==> config.mk <==
export PLATFORM = sky130hd
export DESIGN_NAME = cellnet_sink_monitor
export DESIGN_NICKNAME = d
export VERILOG_FILES = /design/src/rtl/cellnet_sink_monitor_pkg.sv /design/src/rtl/cellnet_sink_ch.sv /design/src/rtl/cellnet_sink_monitor.sv
export SDC_FILE = /design/constraint.sdc
export NUM_CORES = 1
export LEC_CHECK = 0
export BUFFER_PORTS_ARGS = -buffer_cell sky130_fd_sc_hd__buf_2
export CORE_MARGIN = 2
export CORE_UTILIZATION = 55
export DETAILED_ROUTE_END_ITERATION = 8
export HOLD_SLACK_MARGIN = 0.15
export PLACE_DENSITY = 0.77
export SETUP_SLACK_MARGIN = 0.15
export SYNTH_ARGS = -nofsm -noshare
export SYNTH_HDL_FRONTEND = slang
export SYNTH_SLANG_ARGS = --single-unit
==> constraint.sdc <==
create_clock -name i_clk -period 2.5 [get_ports i_clk]
set_input_delay 0.25 -clock i_clk [delete_from_list [all_inputs] [get_ports i_clk]]
set_output_delay 0.25 -clock i_clk [all_outputs]
set_load 0.05 [all_outputs]
==> src/rtl/cellnet_sink_monitor_pkg.sv <==
// Shared cellnet defines (the former global.v contents) and sink-monitor types.
// The defines are guarded so an existing global.v may supply them instead.
`ifndef ADDRESS_SIZE
`define ADDRESS_SIZE 8
`endif
`ifndef DATA_SIZE
`define DATA_SIZE 8
`endif
`ifndef SINK_ST_IDLE
`define SINK_ST_IDLE 1'b0
`endif
`ifndef SINK_ST_ACKD
`define SINK_ST_ACKD 1'b1
`endif

package cellnet_sink_monitor_pkg;

  typedef enum logic {
    ST_IDLE = `SINK_ST_IDLE,
    ST_ACKD = `SINK_ST_ACKD
  } sink_state_e;

  localparam int unsigned SEL_W = 4;

endpackage

==> src/rtl/cellnet_sink_ch.sv <==
// One req/ack sink channel: 4-phase handshake FSM, capture registers and a
// saturating message counter.
module cellnet_sink_ch
  import cellnet_sink_monitor_pkg::*;
#(
  parameter int unsigned ADDR_W = 8,
  parameter int unsigned DATA_W = 8,
  parameter int unsigned CNT_W  = 8
) (
  input  logic              clk,
  input  logic              rst_n,
  input  logic              req,
  input  logic              hold,
  input  logic [ADDR_W-1:0] addr,
  input  logic [DATA_W-1:0] dat,
  output logic              ack,
  output logic [ADDR_W-1:0] last_addr,
  output logic [DATA_W-1:0] last_dat,
  output logic [CNT_W-1:0]  cnt,
  output logic              sat
);

  localparam logic [CNT_W-1:0] CNT_MAX = '1;

  sink_state_e      state_q, state_d;
  logic             capture;
  logic [CNT_W-1:0] cnt_inc;

  always_comb begin
    state_d = state_q;
    capture = 1'b0;
    case (state_q)
      ST_IDLE: begin
        if (req && !hold) begin
          state_d = ST_ACKD;
          capture = 1'b1;
        end
      end
      ST_ACKD: begin
        if (!req) state_d = ST_IDLE;
      end
      default: state_d = ST_IDLE;
    endcase
  end

  assign cnt_inc = (cnt == CNT_MAX) ? cnt : cnt + CNT_W'(1);

  always_ff @(posedge clk) begin
    if (!rst_n) begin
      state_q   <= ST_IDLE;
      last_addr <= '0;
      last_dat  <= '0;
      cnt       <= '0;
      sat       <= 1'b0;
    end else begin
      state_q <= state_d;
      if (capture) begin
        last_addr <= addr;
        last_dat  <= dat;
        cnt       <= cnt_inc;
        if (cnt_inc == CNT_MAX) sat <= 1'b1;
      end
    end
  end

  assign ack = (state_q == ST_ACKD);

endmodule

==> src/rtl/cellnet_sink_monitor.sv <==
// Multi-channel req/ack sink with a debug snapshot port: button-style edge
// detectors pick a channel (i_next) and latch its captured state (i_snap).
module cellnet_sink_monitor
  import cellnet_sink_monitor_pkg::*;
#(
  parameter int unsigned NUM_CH = 4,
  parameter int unsigned ADDR_W = `ADDRESS_SIZE,
  parameter int unsigned DATA_W = `DATA_SIZE,
  parameter int unsigned CNT_W  = 8
) (
  input  logic                     i_clk,
  input  logic                     i_rst_n,
  input  logic [NUM_CH-1:0]        i_req,
  input  logic [NUM_CH*ADDR_W-1:0] i_addr,
  input  logic [NUM_CH*DATA_W-1:0] i_dat,
  output logic [NUM_CH-1:0]        o_ack,
  input  logic                     i_hold,
  input  logic                     i_snap,
  input  logic                     i_next,
  output logic [SEL_W-1:0]         o_sel,
  output logic [ADDR_W-1:0]        o_disp_addr,
  output logic [DATA_W-1:0]        o_disp_dat,
  output logic [CNT_W-1:0]         o_disp_cnt,
  output logic [NUM_CH-1:0]        o_sat
);

  logic [ADDR_W-1:0] ch_addr [NUM_CH];
  logic [DATA_W-1:0] ch_dat  [NUM_CH];
  logic [CNT_W-1:0]  ch_cnt  [NUM_CH];

  for (genvar k = 0; k < NUM_CH; k++) begin : g_ch
    cellnet_sink_ch #(
      .ADDR_W(ADDR_W),
      .DATA_W(DATA_W),
      .CNT_W (CNT_W)
    ) u_ch (
      .clk      (i_clk),
      .rst_n    (i_rst_n),
      .req      (i_req[k]),
      .hold     (i_hold),
      .addr     (i_addr[k*ADDR_W +: ADDR_W]),
      .dat      (i_dat[k*DATA_W +: DATA_W]),
      .ack      (o_ack[k]),
      .last_addr(ch_addr[k]),
      .last_dat (ch_dat[k]),
      .cnt      (ch_cnt[k]),
      .sat      (o_sat[k])
    );
  end

  logic snap_cur, snap_prev, next_cur, next_prev, armed;
  logic snap_edge, next_edge;

  // On the first edge after reset, prev is loaded with the live input so a
  // level already high at release is not mistaken for a rising edge.
  always_ff @(posedge i_clk) begin
    if (!i_rst_n) begin
      snap_cur  <= 1'b0;
      snap_prev <= 1'b0;
      next_cur  <= 1'b0;
      next_prev <= 1'b0;
      armed     <= 1'b0;
    end else begin
      snap_cur  <= i_snap;
      next_cur  <= i_next;
      snap_prev <= armed ? snap_cur : i_snap;
      next_prev <= armed ? next_cur : i_next;
      armed     <= 1'b1;
    end
  end

  assign snap_edge = snap_cur & ~snap_prev;
  assign next_edge = next_cur & ~next_prev;

  logic [ADDR_W-1:0] sel_addr;
  logic [DATA_W-1:0] sel_dat;
  logic [CNT_W-1:0]  sel_cnt;

  always_comb begin
    sel_addr = '0;
    sel_dat  = '0;
    sel_cnt  = '0;
    for (int unsigned k = 0; k < NUM_CH; k++) begin
      if (o_sel == SEL_W'(k)) begin
        sel_addr = ch_addr[k];
        sel_dat  = ch_dat[k];
        sel_cnt  = ch_cnt[k];
      end
    end
  end

  always_ff @(posedge i_clk) begin
    if (!i_rst_n) begin
      o_sel       <= '0;
      o_disp_addr <= '0;
      o_disp_dat  <= '0;
      o_disp_cnt  <= '0;
    end else begin
      if (next_edge) begin
        o_sel <= (o_sel == SEL_W'(NUM_CH - 1)) ? '0 : o_sel + SEL_W'(1);
      end
      if (snap_edge) begin
        o_disp_addr <= sel_addr;
        o_disp_dat  <= sel_dat;
        o_disp_cnt  <= sel_cnt;
      end
    end
  end

endmodule
* Yosys cells after proc, flatten, opt, wreduce, memory -nomap -nowiden
Index checks and enable logic that the tools add are counted.
Word-level totals: bits in registers 137, bits of input ports 73, output and inout bits 36, word-level logic and storage cells 99
Operators by class: $add $sub $neg 5, equal/unequal tests 11, multiplexer cells 36, bitwise gates (word level) 8, reductions and logical operators 10
Operators with widths (count):
- 8-bit two-way mux | 16
- 8-bit == test, second input constant | 8
- 8-bit by 1-bit adder with 8-bit output, second input constant | 4
- 1-bit two-way mux | 15
- 4-bit by 2-bit == test with 1-bit output, second input constant | 2
- 1-bit one-hot mux with 2 select lines | 4
- 2-bit AND reduction | 4
- 1-bit inverter | 6
- 4-bit by 1-bit adder with 4-bit output, second input constant | 1
- 4-bit by 1-bit == test with 1-bit output, second input constant | 1
- 1-bit logical AND | 4
- 4-bit logical NOT | 1
- 4-bit two-way mux | 1
- 1-bit bitwise AND | 2
- 1-bit logical NOT | 1

* Logic depth before layout (Yosys ltp)
Gate-level depths: netlist of the first run.
word-level depth 5, depth in mapped cells 8, mapped depth without buffers 7

* Hierarchy
A second synthesis of the first run with hierarchy kept.
Unflattened totals: cells, all modules 700, area total of the unflattened synthesis 6177.2 µm²
Modules (own cells, without submodules):
- cellnet_sink_ch | times used 4, cells an instance 135, area an instance 1117.3 µm², sequential area each 520.5 µm²
- cellnet_sink_monitor | times used 1, cells an instance 160, area an instance 1707.9 µm², sequential area each 660.6 µm²

* Least setup slack after synthesis of the first run
Ideal clock, no wire load.
kind register to register, start point register o_sel[1], end point register o_disp_cnt[3], library setup time 0.074 ns, data arrival time 2.064 ns, data required time 2.426 ns, setup slack 0.361 ns, stages on the path, launching flop included 8, path buffers 1, clock period less this slack 2.139 ns, cells stage by stage dfxtp_1 inv_1 ha_1 nor4b_4 buf_6 a222oi_1 or3_1 a31oi_1
On the way: cells in the longest elaborated chain, start to end 5, elaborated cells between the ends (all ways) 8, classes of those cells 3 x eq/ne; 4 x mux; 1 x reduce/logical
Ends and longest elaborated chain:
- start: declaration | RTL line cellnet_sink_monitor.sv:20 | output logic [SEL_W-1:0] o_sel,
- start signal: assignment | RTL line cellnet_sink_monitor.sv:100 | o_sel <= (o_sel == SEL_W'(NUM_CH - 1)) ? '0 : o_sel + SEL_W'(1);
- 4-bit logical NOT | RTL line cellnet_sink_monitor.sv:84 | if (o_sel == SEL_W'(k)) begin
- 8-bit two-way mux (3 in a row) | RTL line cellnet_sink_monitor.sv:84
- 8-bit two-way mux (*) | RTL line cellnet_sink_monitor.sv:84
- end signal: assignment | RTL line cellnet_sink_monitor.sv:105 | o_disp_cnt <= sel_cnt;
- end: declaration | RTL line cellnet_sink_monitor.sv:23 | output logic [CNT_W-1:0] o_disp_cnt,
Mark *: on every way between the ends. The rest lies on a longest branch, timed or not. A chain may end at the register's enable or synchronous reset.

* Worst setup path after layout of the first run
start point register g_ch[0].u_ch.cnt[0], end point register g_ch[0].u_ch.cnt[5]
On the way: cells in the longest elaborated chain, start to end 2, elaborated cells between the ends (all ways) 3, classes of those cells 1 x add/sub; 1 x eq/ne; 1 x mux
Ends and longest elaborated chain:
- start: declaration | RTL line cellnet_sink_ch.sv:19 | output logic [CNT_W-1:0] cnt,
- start signal: assignment | RTL line cellnet_sink_ch.sv:60 | cnt <= cnt_inc;
- 8-bit by 1-bit adder with 8-bit output / 8-bit == test (equally long branches) | RTL line cellnet_sink_ch.sv:46 | assign cnt_inc = (cnt == CNT_MAX) ? cnt : cnt + CNT_W'(1);
- 8-bit two-way mux (*) | RTL line cellnet_sink_ch.sv:46
Marks and branches as above.

==> results of run 1 <==
## area by class of cell
class	count	area [µm²]
antenna	1	2.502
sequential	137	2743
clock inverter	8	93.84
inverter	14	52.55
timing repair buffer	193	1366
fill	818	2894
clock buffer	22	494.2
tap	140	175.2
multi-input combinational	566	3114
## power by group through the flow
stage	Sequential (mW)	Combinational (mW)	Clock [mW]
floorplan	2.46	0.292	0
global placement	2.38	0.537	0
detailed placement	2.38	0.551	0
CTS	2.33	0.638	2.50
global route	2.34	0.702	2.61
finish	2.34	0.653	2.49
## metal layers
layer  track usage, %  up-vias  share of wire (%)  wire length (µm)
met5                0        -                  0                 0
met4            11.07        0                2.1               379
met3            6.290       33                6.7              1208
met2            44.92      292                 45              8032
met1            41.63     2894                 46              8299
li1                 -     3054                  -                 -
## registers in the layout (all words and copies together), names as in the netlist
register and flops:
g_ch.u_ch.last_dat 32, o_sel 4, g_ch.u_ch.last_addr 32, o_disp_cnt 8, o_disp_dat 8, armed 1
g_ch.u_ch.sat 4, next_cur 1, next_prev 1, g_ch.u_ch.ack 4, snap_cur 1, g_ch.u_ch.cnt 32
snap_prev 1, o_disp_addr 8
## worst paths after layout
path / cells after the start / slack (ns) / end / start
worst max-delay path: 6 / 0.45 / g_ch[0].u_ch.cnt[5] / g_ch[0].u_ch.cnt[0]
worst min register to register: 2 / 0.45 / g_ch[2].u_ch.last_dat[7] / g_ch[2].u_ch.last_dat[7]
worst min-delay path: 1 / 0.19 / armed / i_rst_n
worst max register to register: 6 / 0.45 / g_ch[0].u_ch.cnt[5] / g_ch[0].u_ch.cnt[0]
## metrics by stage
stage	total power [mW]	cell area, µm²	utilization [%]	cells	setup slack, ns
after detailed placement	2.930	6750	61.73	980	0.5132
final	5.482	8041	73.54	1081	0.4517
after global routing	5.652	8041	73.54	1081	0.3367
after floorplan	2.749	6193	-	782	0.3614
after global placement	2.913	6750	61.73	980	0.6018
after CTS	5.475	8039	73.51	1080	0.4761
## synthesized netlist by cell type, types with 10 or more instances
library cell	number	area [µm²]
sky130_fd_sc_hd__clkbuf_1	35	131.4
sky130_fd_sc_hd__nand3_1	17	85.08
sky130_fd_sc_hd__a22oi_1	16	120.1
sky130_fd_sc_hd__mux2i_1	10	100.1
sky130_fd_sc_hd__a31oi_1	29	181.4
sky130_fd_sc_hd__buf_2	13	65.06
sky130_fd_sc_hd__inv_1	13	48.80
sky130_fd_sc_hd__and3_1	10	62.56
sky130_fd_sc_hd__nand2_1	190	713.2
sky130_fd_sc_hd__dfxtp_1	137	2743
sky130_fd_sc_hd__nor2_1	46	172.7
sky130_fd_sc_hd__a21oi_1	82	410.4
sky130_fd_sc_hd__o21ai_0	32	160.2
sky130_fd_sc_hd__o211ai_1	18	135.1
## cell families after synthesis
| family | count (synthesis) | synth area share, % |
|---|---|---|
| xor+xnor | 10 | 1.414 |
| buf+inv | 79 | 5.717 |
| simple gates | 319 | 23.07 |
| compound gates | 218 | 22.10 |
| flops | 137 | 44.28 |
| mux | 11 | 1.798 |
| fa+ha+maj | 8 | 1.616 |
==> out/results.tsv, run 1 <==
stage	metric	value	unit
status	run_status	finished clean	
die	floorplan.die.height	110.1	µm
min_path	timing.hold.worst.class	in2reg	
die	die_area	12130	µm²
sta	worst_tran_pin_value	0.6897	ns
cts	number_of_levels_in_the_clock_h_tree	4	
synthesis	synth.net_count	863	
die	io_pins	109	
grt	grt_usage	29.67	%
setup_path	critical_path.max_fanout	7	
setup_path	worst-endpoint-required	2.81	ns
die	start_util	56.64	%
synthesis	synth_cell_types	52	
sta	setup_viol	0	
routing	post_drt_wl_per_cell	16.58	µm
cts	tritoncts	built	
routing	drt_pre_antenna_iters	8	
sta	hold_slack	0.1873	ns
cts	cts.root.buffer_cell	sky130_fd_sc_hd__clkbuf_16	
power_and_ir_drop	largest_vdd_supply_drop	555.4	µV
layout	mostFrequentLayoutCell	sky130_fd_sc_hd__nand2_1	
routing	dr_total_vias	6273	
setup_path	critPathSlowestCell	sky130_fd_sc_hd__a31oi_2	
sta	max-slew-margin-rel	53.91	%
power_and_ir_drop	power.internal	4.115	mW
setup_path	endpoint_kind	register	
placed_design	gp_congestion	0.8995	
synthesis	syn_inst	782	
layout	mostFrequentLayoutCells	sky130_fd_sc_hd__nand2_1 (190), sky130_fd_sc_hd__dfxtp_1 (137), sky130_fd_sc_hd__buf_2 (108)	
die	die-width	110.1	µm
power_and_ir_drop	power-per-cell-area	681.8	nW/µm²
synthesis	synth_flop_cell	sky130_fd_sc_hd__dfxtp_1	
routing	detailed_route_wl	17.92	mm
setup_path	cp-start-kind	register	
grt	vias_in_the_first_global_route	5626	
synthesis	synth-warning-count	0	
sta	rsz0062_at_grt	no	
grt	antenna_violations_before_repair	1	
setup_path	timing.critical_path.slowest_cell_delay	0.41	ns
synthesis	proportion_of_synthesized_chip_area_in_sequential_cells	44.28	%
cts	cts-resized-gates	0	
synthesis	synth-async-reset-ratio	0	%
setup_path	cpLargestDelayFamily	compound AO/OA/AOI/OAI gates	
setup_path	timing.critical_path.buf_inv	0	
routing	residual_antenna_violating_net_count_after_detailed_routing	0	
power_and_ir_drop	cellLeakagePower	3.239	nW
power_and_ir_drop	power.share.switching	24.94	%
setup_path	criticalPathCategory	reg2reg	
layout	layout-area-overhead-vs-synth	29.84	%
setup_path	critical_path.most_common_cell	sky130_fd_sc_hd__and3_1	
placed_design	detailed_place_hpwl	11.23	mm
layout	nNetsFinal	1010	
cts	clk_transition_reported_paths	0.05	ns
power_and_ir_drop	switchingPower	1.367	mW
sta	highest_attainable_clock_frequency	488.2	MHz
cts	cts_max_path_buffers	2	
sta	timing.clock.skew	0.01037	ns
layout	post_route_cells_drive_above_1_share	17.45	%
routing	drt_iter0_markers	709	
synthesis	number_of_synthesized_flops_with_an_enable_pin	0	
setup_path	cp_data_arrival_time	2.36	ns
grt	first_pass_grt_wire_length	27.73	mm
job	drv_cap	0	
cts	worst_skew_pair.late_latency	0.42	ns
die	row_count	38	
synthesis	syn_area_per_cell	7.920	µm²
setup_path	cell_by_cell_trace_of_the_critical_path	ha_1 -> and3_1 -> and3_1 -> a31oi_2 -> a31oi_1 -> o21a_1	
grt	grt_start_max_net_pins	76	
synthesis	syn-cell-area	6193	µm²
grt	grt-ovfl-total	0	
synthesis	synth.ff_latch_count	137	
sta	final.min_clock_period	2.048	ns
routing	detail_route.vias_per_cell	5.803	
routing	detail_route.drc_violations	0	
power_and_ir_drop	power.sequential.fraction	42.6	%
die	core	10940	µm²
cts	cts-buffers-inserted	17	
sta	setup_total_negative_slack	0	ns
sta	slew_viol_final	0	
placed_design	portBuffers	108	
sta	finalHoldViolations	0	
cts	cts_setup_buffers	0	
power_and_ir_drop	share_comb_of_total_power	11.9	%
power_and_ir_drop	power.share.clock	45.5	%
cts	tritoncts_num_sinks	137	
cts	hold_buf_count_cts	70	
sta	layout_worst_path_cycle_share	81.93	%
No activity file was read; power rests on OpenSTA's default activity.
==> run 2: changes to the inputs <==
==> constraint.sdc (replaced) <==
create_clock -name i_clk -period 2.02 [get_ports i_clk]
set_input_delay 0.202 -clock i_clk [delete_from_list [all_inputs] [get_ports i_clk]]
set_output_delay 0.202 -clock i_clk [all_outputs]
set_load 0.05 [all_outputs]
==> run 2 against run 1 <==
Worst setup slack lost 0.32 ns. Highest routed layer unchanged. Global-route usage is 1.8 points higher. The run now ends with design-rule violations left. Fmax rose by 8.3%. Critical path depth down 1. Hold slack got worse by 0.018 ns.
==> out/results.tsv, run 2 (synthesis gave the netlist of run 1 again) <==
stage	metric	value	unit
status	violations	design-rule violations	
placed_design	gp_congestion	0.9052	
sta	setup_viol	0	
sta	layout_worst_path_cycle_share	93.59	%
grt	antenna_violations_before_repair	0	
die	die-width	110.1	µm
setup_path	cp_data_arrival_time	2.19	ns
sta	highest_attainable_clock_frequency	528.9	MHz
min_path	timing.hold.worst.class	in2reg	
job	drv_cap	0	
grt	grt_start_max_net_pins	76	
setup_path	worst-r2r-cell-count	5	
die	die_area	12130	µm²
layout	mostFrequentLayoutCells	sky130_fd_sc_hd__nand2_1 (190), sky130_fd_sc_hd__dfxtp_1 (135), sky130_fd_sc_hd__buf_2 (108)	
cts	tritoncts	built	
layout	antenna_cells	0	
layout	ff_latch_area	2750	µm²
grt	first_pass_grt_wire_length	29.17	mm
sta	final.min_clock_period	1.891	ns
setup_path	criticalPathCategory	reg2reg	
sta	timing.clock.skew	0.008232	ns
sta	hold_slack	0.1696	ns
sta	slew_viol_final	0	
sta	max-slew-margin-rel	57.94	%
cts	cts-buffers-inserted	17	
power_and_ir_drop	cellLeakagePower	3.320	nW
placed_design	detailed_place_hpwl	11.61	mm
setup_path	endpoint_kind	register	
sta	rsz0062_at_grt	yes	
routing	post_drt_wl_per_cell	17.62	µm
min_path	hold_ep	g_ch[0].u_ch.ack	
setup_path	critical_path.max_fanout	6	
die	io_pins	109	
layout	mostFrequentLayoutCell	sky130_fd_sc_hd__nand2_1	
routing	detail_route.vias_per_cell	5.921	
routing	dr_total_vias	6484	
layout	multi_input_comb_area	3177	µm²
layout	nNetsFinal	1023	
cts	cts_max_path_buffers	2	
grt	grt-ovfl-total	0	
layout	top_regs	g_ch.u_ch.cnt (32), g_ch.u_ch.last_addr (32), g_ch.u_ch.last_dat (32)	
status	run_status	finished with violations	
sta	finalHoldViolations	0	
power_and_ir_drop	largest_vdd_supply_drop	618.8	µV
sta	setup_total_negative_slack	0	ns
placed_design	portBuffers	108	
die	core	10940	µm²
die	row_count	38	
grt	grt_usage	31.49	%
die	floorplan.die.height	110.1	µm
routing	detail_route.drc_violations	2	
setup_path	timing.rr.end	g_ch[2].u_ch.cnt[1]	
setup_path	worst-endpoint-required	2.32	ns
routing	drt_iter0_markers	937	
layout	fillerInstances	783	
die	start_util	56.64	%
cts	clk_transition_reported_paths	0.06	ns
cts	worst_skew_pair.late_latency	0.43	ns
min_path	whs_path_depth	2	
layout	layout-area-overhead-vs-synth	33.82	%
grt	vias_in_the_first_global_route	6070	
sta	worst_tran_pin_value	0.6244	ns
setup_path	slack_of_the_worst_reg_to_reg_path	0.13	ns
routing	drt_pre_antenna_iters	9	
setup_path	r2r_start	g_ch[2].u_ch.cnt[0]	
cts	cts.root.buffer_cell	sky130_fd_sc_hd__clkbuf_16	
cts	tritoncts_num_sinks	137	
cts	number_of_levels_in_the_clock_h_tree	4	
power_and_ir_drop	power-per-cell-area	834.5	nW/µm²
min_path	worst_hold_startpoint	i_hold	
routing	detailed_route_wl	19.29	mm
layout	post_route_cells_drive_above_1_share	19.90	%
setup_path	cp-start-kind	register	
routing	residual_antenna_violating_net_count_after_detailed_routing	0	
[run 2: worst max path at each step]
stage | end | start | cells past startpoint | slack (ns)
floorplan | o_disp_addr[3] | o_sel[3] | 7 | 0.16
global placement | g_ch[0].u_ch.cnt[5] | g_ch[0].u_ch.cnt[1] | 6 | 0.26
detailed placement | g_ch[0].u_ch.cnt[5] | g_ch[0].u_ch.cnt[1] | 6 | 0.16
CTS | o_disp_cnt[3] | o_sel[1] | 7 | 0.19
global route | g_ch[2].u_ch.cnt[1] | g_ch[2].u_ch.cnt[0] | 5 | 0.1
finish | g_ch[2].u_ch.cnt[1] | g_ch[2].u_ch.cnt[0] | 5 | 0.13
[run 2: area by class of cell]
type	count	area share [%]
clock buffers	21	5.314
clock inverters	11	1.781
inverters	14	0.6944
multi-input cells	566	38.33
flip-flops and latches	137	33.18
well taps	140	2.114
repair buffers	206	18.58
[run 2: critical path, stage by stage (launching register included)]
cell                      delay [ns]
sky130_fd_sc_hd__dfxtp_1        0.44
sky130_fd_sc_hd__ha_1           0.21
sky130_fd_sc_hd__nand3_1        0.19
sky130_fd_sc_hd__o21ai_0        0.58
sky130_fd_sc_hd__mux2i_1        0.29
sky130_fd_sc_hd__nor2_1         0.06
[run 2: report_power, final]
| part | total [mW] | internal, mW | switching, mW | leakage [nW] |
|---|---|---|---|---|
| logic | 0.896 | 0.376 | 0.520 | 1.92 |
| clock network | 3.13 | 1.94 | 1.19 | 0.282 |
| registers | 2.89 | 2.81 | 0.0770 | 1.12 |
| total | 6.92 | 5.13 | 1.79 | 3.32 |
[run 2: per-stage QoR]
stage	setup slack [ns]	utilization (%)	instances	power [mW]	area, µm²
floorplan	0.1601	-	782	3.402	6201
global placement	0.2646	62.62	987	3.628	6848
detailed placement	0.1646	62.62	987	3.656	6848
CTS	0.1868	74.62	1091	6.837	8160
global route	0.09784	75.79	1095	7.126	8288
finish	0.1294	75.79	1095	6.917	8288
[run 2: timing repair]
action | CTS | global route
hold buffers | 70 | 0
pin swaps | 0 | 3
endpoints found under the setup margin | 3 | 33
gates resized for setup | 1 | 19
endpoints found under the hold margin | 72 | 0
cloned | 0 | 2
buffers inserted | 2 | 2
[run 2: layer usage]
metal / track usage, % / part of all wire (%) / routed length, µm / vias up
met4: 12.77 / 2.2 / 425 / 0
met1: 40.39 / 41 / 7939 / 2978
met2: 51.18 / 47 / 9159 / 381
met5: 0 / 0 / 0 / -
met3: 7.349 / 9.2 / 1768 / 42
li1: - / - / - / 3083
